===== src/rtl/ps2_pkg.sv =====
// Shared PS/2 types and helpers for the host transmitter and keyboard receiver.
package ps2_pkg;

    localparam int PS2_DATA_BITS  = 8;
    localparam int PS2_FRAME_BITS = 11;

    typedef enum logic [2:0] {
        IDLE,
        INHIBIT,
        REQ,
        SEND,
        ACK,
        WAIT_IDLE,
        ERROR
    } ps2_tx_state_t;

    // Odd parity bit: data plus this bit always carries an odd number of ones.
    function automatic logic odd_parity(input logic [PS2_DATA_BITS-1:0] b);
        return ~^b;
    endfunction

endpackage


===== src/rtl/ps2_sync_edge.sv =====
// Two-flop synchronizer for a raw PS/2 line with a falling-edge pulse.
module ps2_sync_edge (
    input  logic clk,
    input  logic rst_n,
    input  logic line,
    output logic level,
    output logic fall
);

    logic meta;
    logic sync;
    logic prev;

    // Reset to 1: an idle PS/2 bus floats high, so no false edge after reset.
    always_ff @(posedge clk or negedge rst_n) begin
        if (!rst_n) begin
            meta <= 1'b1;
            sync <= 1'b1;
            prev <= 1'b1;
        end else begin
            meta <= line;
            sync <= meta;
            prev <= sync;
        end
    end

    assign level = sync;
    assign fall  = prev & ~sync;

endmodule


===== src/rtl/ps2_host_transmitter.sv =====
// Host-to-device PS/2 command transmitter; drives the bus only via pull-low enables.
//
// state     | meaning
// ----------+-----------------------------------------------------------
// IDLE      | bus released, ready for a command byte
// INHIBIT   | clock held low to stop the device transmitting
// REQ       | clock and data both low for one cycle (request to send)
// SEND      | clock released; one frame bit presented per device fall
// ACK       | stop bit out, waiting for the device to pull data low
// WAIT_IDLE | ack seen, waiting for both lines high, then done pulse
// ERROR     | lines released, err pulse for one cycle
module ps2_host_transmitter
    import ps2_pkg::*;
#(
    parameter int INHIBIT_CYCLES = 5000,
    parameter int TIMEOUT_CYCLES = 750000
) (
    input  logic                     clk,
    input  logic                     rst_n,
    input  logic                     tx_valid,
    input  logic [PS2_DATA_BITS-1:0] tx_data,
    output logic                     tx_ready,
    output logic                     busy,
    output logic                     done,
    output logic                     err,
    input  logic                     ps2_clk_in,
    input  logic                     ps2_data_in,
    output logic                     ps2_clk_oe,
    output logic                     ps2_data_oe
);

    localparam int INH_W = $clog2(INHIBIT_CYCLES + 1);
    localparam int TO_W  = $clog2(TIMEOUT_CYCLES + 1);
    localparam logic [INH_W-1:0] INH_LAST = INH_W'(INHIBIT_CYCLES - 1);
    localparam logic [TO_W-1:0]  TO_LAST  = TO_W'(TIMEOUT_CYCLES - 1);
    localparam logic [TO_W-1:0]  TO_MAX   = '1;
    localparam logic [3:0]       LAST_BIT = 4'(PS2_FRAME_BITS - 2);

    ps2_tx_state_t               state;
    logic [PS2_FRAME_BITS-2:0]   shift;
    logic [3:0]                  bit_cnt;
    logic [INH_W-1:0]            inh_cnt;
    logic [TO_W-1:0]             to_cnt;

    logic clk_level;
    logic clk_fall;
    logic data_meta;
    logic data_sync;
    logic timer_on;
    logic to_expire;

    ps2_sync_edge u_clk_sync (
        .clk   (clk),
        .rst_n (rst_n),
        .line  (ps2_clk_in),
        .level (clk_level),
        .fall  (clk_fall)
    );

    always_ff @(posedge clk or negedge rst_n) begin
        if (!rst_n) begin
            data_meta <= 1'b1;
            data_sync <= 1'b1;
        end else begin
            data_meta <= ps2_data_in;
            data_sync <= data_meta;
        end
    end

    assign timer_on = (state == REQ) || (state == SEND) ||
                      (state == ACK) || (state == WAIT_IDLE);

    // A fall in the expiry cycle means the device made it in time.
    assign to_expire = timer_on && !clk_fall && (to_cnt == TO_LAST) && !done;

    always_ff @(posedge clk or negedge rst_n) begin
        if (!rst_n) begin
            state       <= IDLE;
            shift       <= '0;
            bit_cnt     <= '0;
            inh_cnt     <= '0;
            to_cnt      <= '0;
            ps2_clk_oe  <= 1'b0;
            ps2_data_oe <= 1'b0;
            done        <= 1'b0;
            err         <= 1'b0;
            tx_ready    <= 1'b1;
            busy        <= 1'b0;
        end else begin
            done <= 1'b0;
            err  <= 1'b0;

            if (timer_on) begin
                if (clk_fall) begin
                    to_cnt <= '0;
                end else if (to_cnt != TO_MAX) begin
                    to_cnt <= to_cnt + 1'b1;
                end
            end

            if (to_expire) begin
                ps2_clk_oe  <= 1'b0;
                ps2_data_oe <= 1'b0;
                err         <= 1'b1;
                state       <= ERROR;
            end else begin
                case (state)
                    IDLE: begin
                        if (tx_valid && tx_ready) begin
                            shift      <= {1'b1, odd_parity(tx_data), tx_data};
                            bit_cnt    <= '0;
                            inh_cnt    <= '0;
                            to_cnt     <= '0;
                            ps2_clk_oe <= 1'b1;
                            tx_ready   <= 1'b0;
                            busy       <= 1'b1;
                            state      <= INHIBIT;
                        end
                    end

                    INHIBIT: begin
                        if (inh_cnt == INH_LAST) begin
                            ps2_data_oe <= 1'b1;
                            to_cnt      <= '0;
                            state       <= REQ;
                        end else begin
                            inh_cnt <= inh_cnt + 1'b1;
                        end
                    end

                    REQ: begin
                        ps2_clk_oe <= 1'b0;
                        state      <= SEND;
                    end

                    SEND: begin
                        if (clk_fall) begin
                            ps2_data_oe <= ~shift[0];
                            shift       <= {1'b0, shift[PS2_FRAME_BITS-2:1]};
                            if (bit_cnt != 4'hF) begin
                                bit_cnt <= bit_cnt + 4'd1;
                            end
                            if (bit_cnt == LAST_BIT) begin
                                state <= ACK;
                            end
                        end
                    end

                    ACK: begin
                        if (clk_fall) begin
                            if (!data_sync) begin
                                state <= WAIT_IDLE;
                            end else begin
                                err   <= 1'b1;
                                state <= ERROR;
                            end
                        end
                    end

                    // done is held in this state for its pulse so the next
                    // accept lands on the following cycle.
                    WAIT_IDLE: begin
                        if (done) begin
                            tx_ready <= 1'b1;
                            busy     <= 1'b0;
                            state    <= IDLE;
                        end else if (clk_level && data_sync) begin
                            done <= 1'b1;
                        end
                    end

                    ERROR: begin
                        ps2_clk_oe  <= 1'b0;
                        ps2_data_oe <= 1'b0;
                        tx_ready    <= 1'b1;
                        busy        <= 1'b0;
                        state       <= IDLE;
                    end

                    default: begin
                        ps2_clk_oe  <= 1'b0;
                        ps2_data_oe <= 1'b0;
                        tx_ready    <= 1'b1;
                        busy        <= 1'b0;
                        state       <= IDLE;
                    end
                endcase
            end
        end
    end

endmodule


===== config.mk =====
export PLATFORM = sky130hd
export DESIGN_NAME = ps2_host_transmitter
export DESIGN_NICKNAME = d
export VERILOG_FILES = /design/src/rtl/ps2_pkg.sv /design/src/rtl/ps2_sync_edge.sv /design/src/rtl/ps2_host_transmitter.sv
export SDC_FILE = /design/constraint.sdc
export NUM_CORES = 1
export LEC_CHECK = 0
export BUFFER_PORTS_ARGS = -buffer_cell sky130_fd_sc_hd__buf_2
export CORE_UTILIZATION = 55
export DETAILED_ROUTE_END_ITERATION = 7
export HOLD_SLACK_MARGIN = 0.03
export PLACE_DENSITY = 0.76
export SYNTH_ARGS = -nofsm -noshare
export SYNTH_HDL_FRONTEND = slang
export SYNTH_HIERARCHICAL = 1
export SYNTH_SLANG_ARGS = --single-unit

===== constraint.sdc =====
create_clock -name clk -period 1.75 [get_ports clk]
set_input_delay 0.0875 -clock clk [delete_from_list [all_inputs] [get_ports clk]]
set_output_delay 0.0875 -clock clk [all_outputs]
set_load 0.005 [all_outputs]

==> metrics <==
Placed Cells 490; #FFs+latches synth 61; Startpoint Class flop; Worst EP required roughly 2 ns; initial antenna violation count 0; R2R setup slack -0.1 ns; pins over their slew limit 0; nets approximately 470; Initial Utilization 0.573; # H-tree levels 3; yosys warns 6; P_leak around 0.0020 uW; Async SR Flop Fraction 1.00; vias in the first global route ~3.0k; Worst Hold Depth 4; PnR Total Power between 6000 and 7000 uW; Post-Syn Area ~3400 um2; initial DRC count ~120; max_slew headroom 0.584; RSZ-0062 raised after global routing yes; Sink Count just over 60; syn_area_per_cell about 9.6 um2; CP endpoint kind flop; worst r2r path cells 6; Tmin final roughly 1.8 ns; Vias slightly above 3k; IO buf count 18; Clock transition at path regs 0.07 ns; R2R Path Start to_cnt[1]; Yosys cell types 61; GRT Overall Usage 0.275; first-pass GRT wire length 13,300 um; Final setup viols 8; root buffer cell clkbuf_8; drc violations 0; cell accounting for the most synthesized area dfrtp_1; status complete, but fails checks; ANT cells 0; routability cong. just under 0.9; WP data arrival around 2.1 ns; fin area about 4700 um2; largest net degree at the start of global routing 27; terminus of the critical flop-to-flop path to_cnt[14]; achievable frequency between 500 and 600 MHz; First-pass DRT Iterations 5; most frequent cells in the layout buf_4, dfrtp_1, nand2_1, nor2_1, buf_2; die area ~6500 um2; Non-Filler Instances about 530; Post-Route WL about 9000 um; Slew @ Worst Pin about 0.62 ns; leading register cell type out of synthesis dfrtp_1; DP HPWL about 5500 um; Seq/Total Area, Yosys 0.452; hold_sp tx_valid; failing checks negative setup slack; CTS tree yes; worst-path fanout max 3; max-capacitance violation count 0; Via-to-Cell Ratio just under 6; chip height roughly 81 um; die width just over 80 um; DP Area just under 4000 um2; TritonCTS Buffers 9; Synth Net Count approximately 370; commonest non-fill, non-tap cell in the layout buf_4; gr ovfl total 0; Std-Cell Rows 28; Post-synth EDFFs 0; Pwr Density 1280 nW/um2; # IOs 19; worst setup path category reg2reg; ranking of synthesized cells by area dfrtp_1, xnor2_1, dfstp_2, nor2_1, nand2_1; min-delay worst type in2reg; worst skew pair latency around 0.35 ns; Area growth, synth to finish 38.5%; worst-case clock buffer depth 2; CP cell instances ha_4, nand2_4, or4_4, nor4_4, xnor2_2, nor2_2; share of cells above drive strength 1 0.405; post-synth top area share 0.406; Cells after Synth approximately 360; Core Area roughly 6000 um2; Avg WL per Cell about 17 um; VDD IR-drop max between 1 and 1.5 mV; skew final approximately 0.0079 ns; Worst path max stage delay roughly 0.57 ns; Period Utilization, post-route 1.05; CP max stage cell or4_4; Util after Layout 0.794; DRT antenna net count 0; Final WS setup -0.0953 ns; hold path endpoint tx_ready; Final Hold Viols 0
[state kept, by name, indices dropped and copies added, names as in the netlist, 3 cells and up]
name     flops
bit_cnt      4
inh_cnt     13
shift       10
state        3
to_cnt      20
[where the power goes]
| group | internal [uW] | total (uW) | switching (uW) |
|---|---|---|---|
| logic | 1280 | 2670 | 1390 |
| clock network | 731 | 1310 | 583 |
| registers | 1730 | 2020 | 293 |
[layer usage]
metal  part of all wire  up-vias  global-route usage  wire, um
li1                   -     1457                   -         -
met1               0.42     1516               0.353      3800
met2               0.51      112               0.437      4560
met3              0.046       27              0.0545       415
met4              0.027        0               0.143       247
met5                  0        -                   0         0
[critical path: cells and delay by family (launching register included)]
kind                       cells  cell delay [ns]
DFF                            1             0.39
adders and majority gates      1             0.17
xor gates and xnor gates       1             0.17
and+or+nand+nor                4             0.99
[worst max path at each step]
stage / cells past startpoint / end / start
after global routing: 6 / to_cnt[14] / to_cnt[1]
after CTS: 6 / to_cnt[14] / to_cnt[0]
final: 6 / to_cnt[14] / to_cnt[1]
after global placement: 6 / state[0] / state[2]
after floorplan: 8 / to_cnt[16] / state[1]
after detailed placement: 6 / to_cnt[7] / state[1]
[repair_timing]
action	CTS	global route
pin swaps	1	18
resized for setup	7	64
endpoints found under the hold margin	32	0
hold buffers	11	0
buffers inserted	0	15
endpoints found under the setup margin	21	27
[cells in the mapped netlist (3+ instances only)]
| cell type | n |
|---|---|
| and3_1 | 9 |
| xnor2_1 | 21 |
| dfrtp_1 | 55 |
| nor2_2 | 10 |
| nand2_1 | 36 |
| o21ai_0 | 11 |
| dfstp_2 | 6 |
| ha_1 | 4 |
| nor4_2 | 4 |
| or3_1 | 3 |
| nor2_1 | 39 |
| buf_6 | 4 |
| nand3_1 | 19 |
| a31oi_1 | 13 |
| nor3_1 | 5 |
| nand4_1 | 7 |
| xor2_1 | 9 |
| inv_1 | 9 |
| nor3_2 | 3 |
| mux2i_1 | 3 |
| a211oi_1 | 5 |
| nor4_1 | 3 |
| clkbuf_1 | 9 |
| a21oi_1 | 19 |
[stage by stage]
step / setup TNS, ns / hold slack [ns] / setup WS (ns)
after floorplan: -0.000707 / -0.208 / -0.000415
after global placement: -0.0768 / 0.139 / -0.0356
after detailed placement: -0.392 / 0.142 / -0.0571
after CTS: -0.252 / 0.188 / -0.0707
after global routing: -1.47 / 0.245 / -0.144
final: -0.289 / 0.211 / -0.0953
[layout make-up]
class / instances / area, um2
clock buffer: 12 / 155
clock inverter: 4 / 47.5
fill: 354 / 1220
inverter: 9 / 33.8
multi-input combinational: 268 / 2020
sequential: 61 / 1540
tap: 75 / 93.8
timing repair buffer: 103 / 806
[cell families after synthesis]
group | share of synthesized area
AOI/OAI and AO/OA | 0.131
xor gates and xnor gates | 0.0903
adders and majority gates | 0.0147
buffers and inverters | 0.0395
DFF | 0.452
muxes | 0.0122
and+or+nand+nor | 0.260
Note: power is estimated with default switching activity, not from simulation.
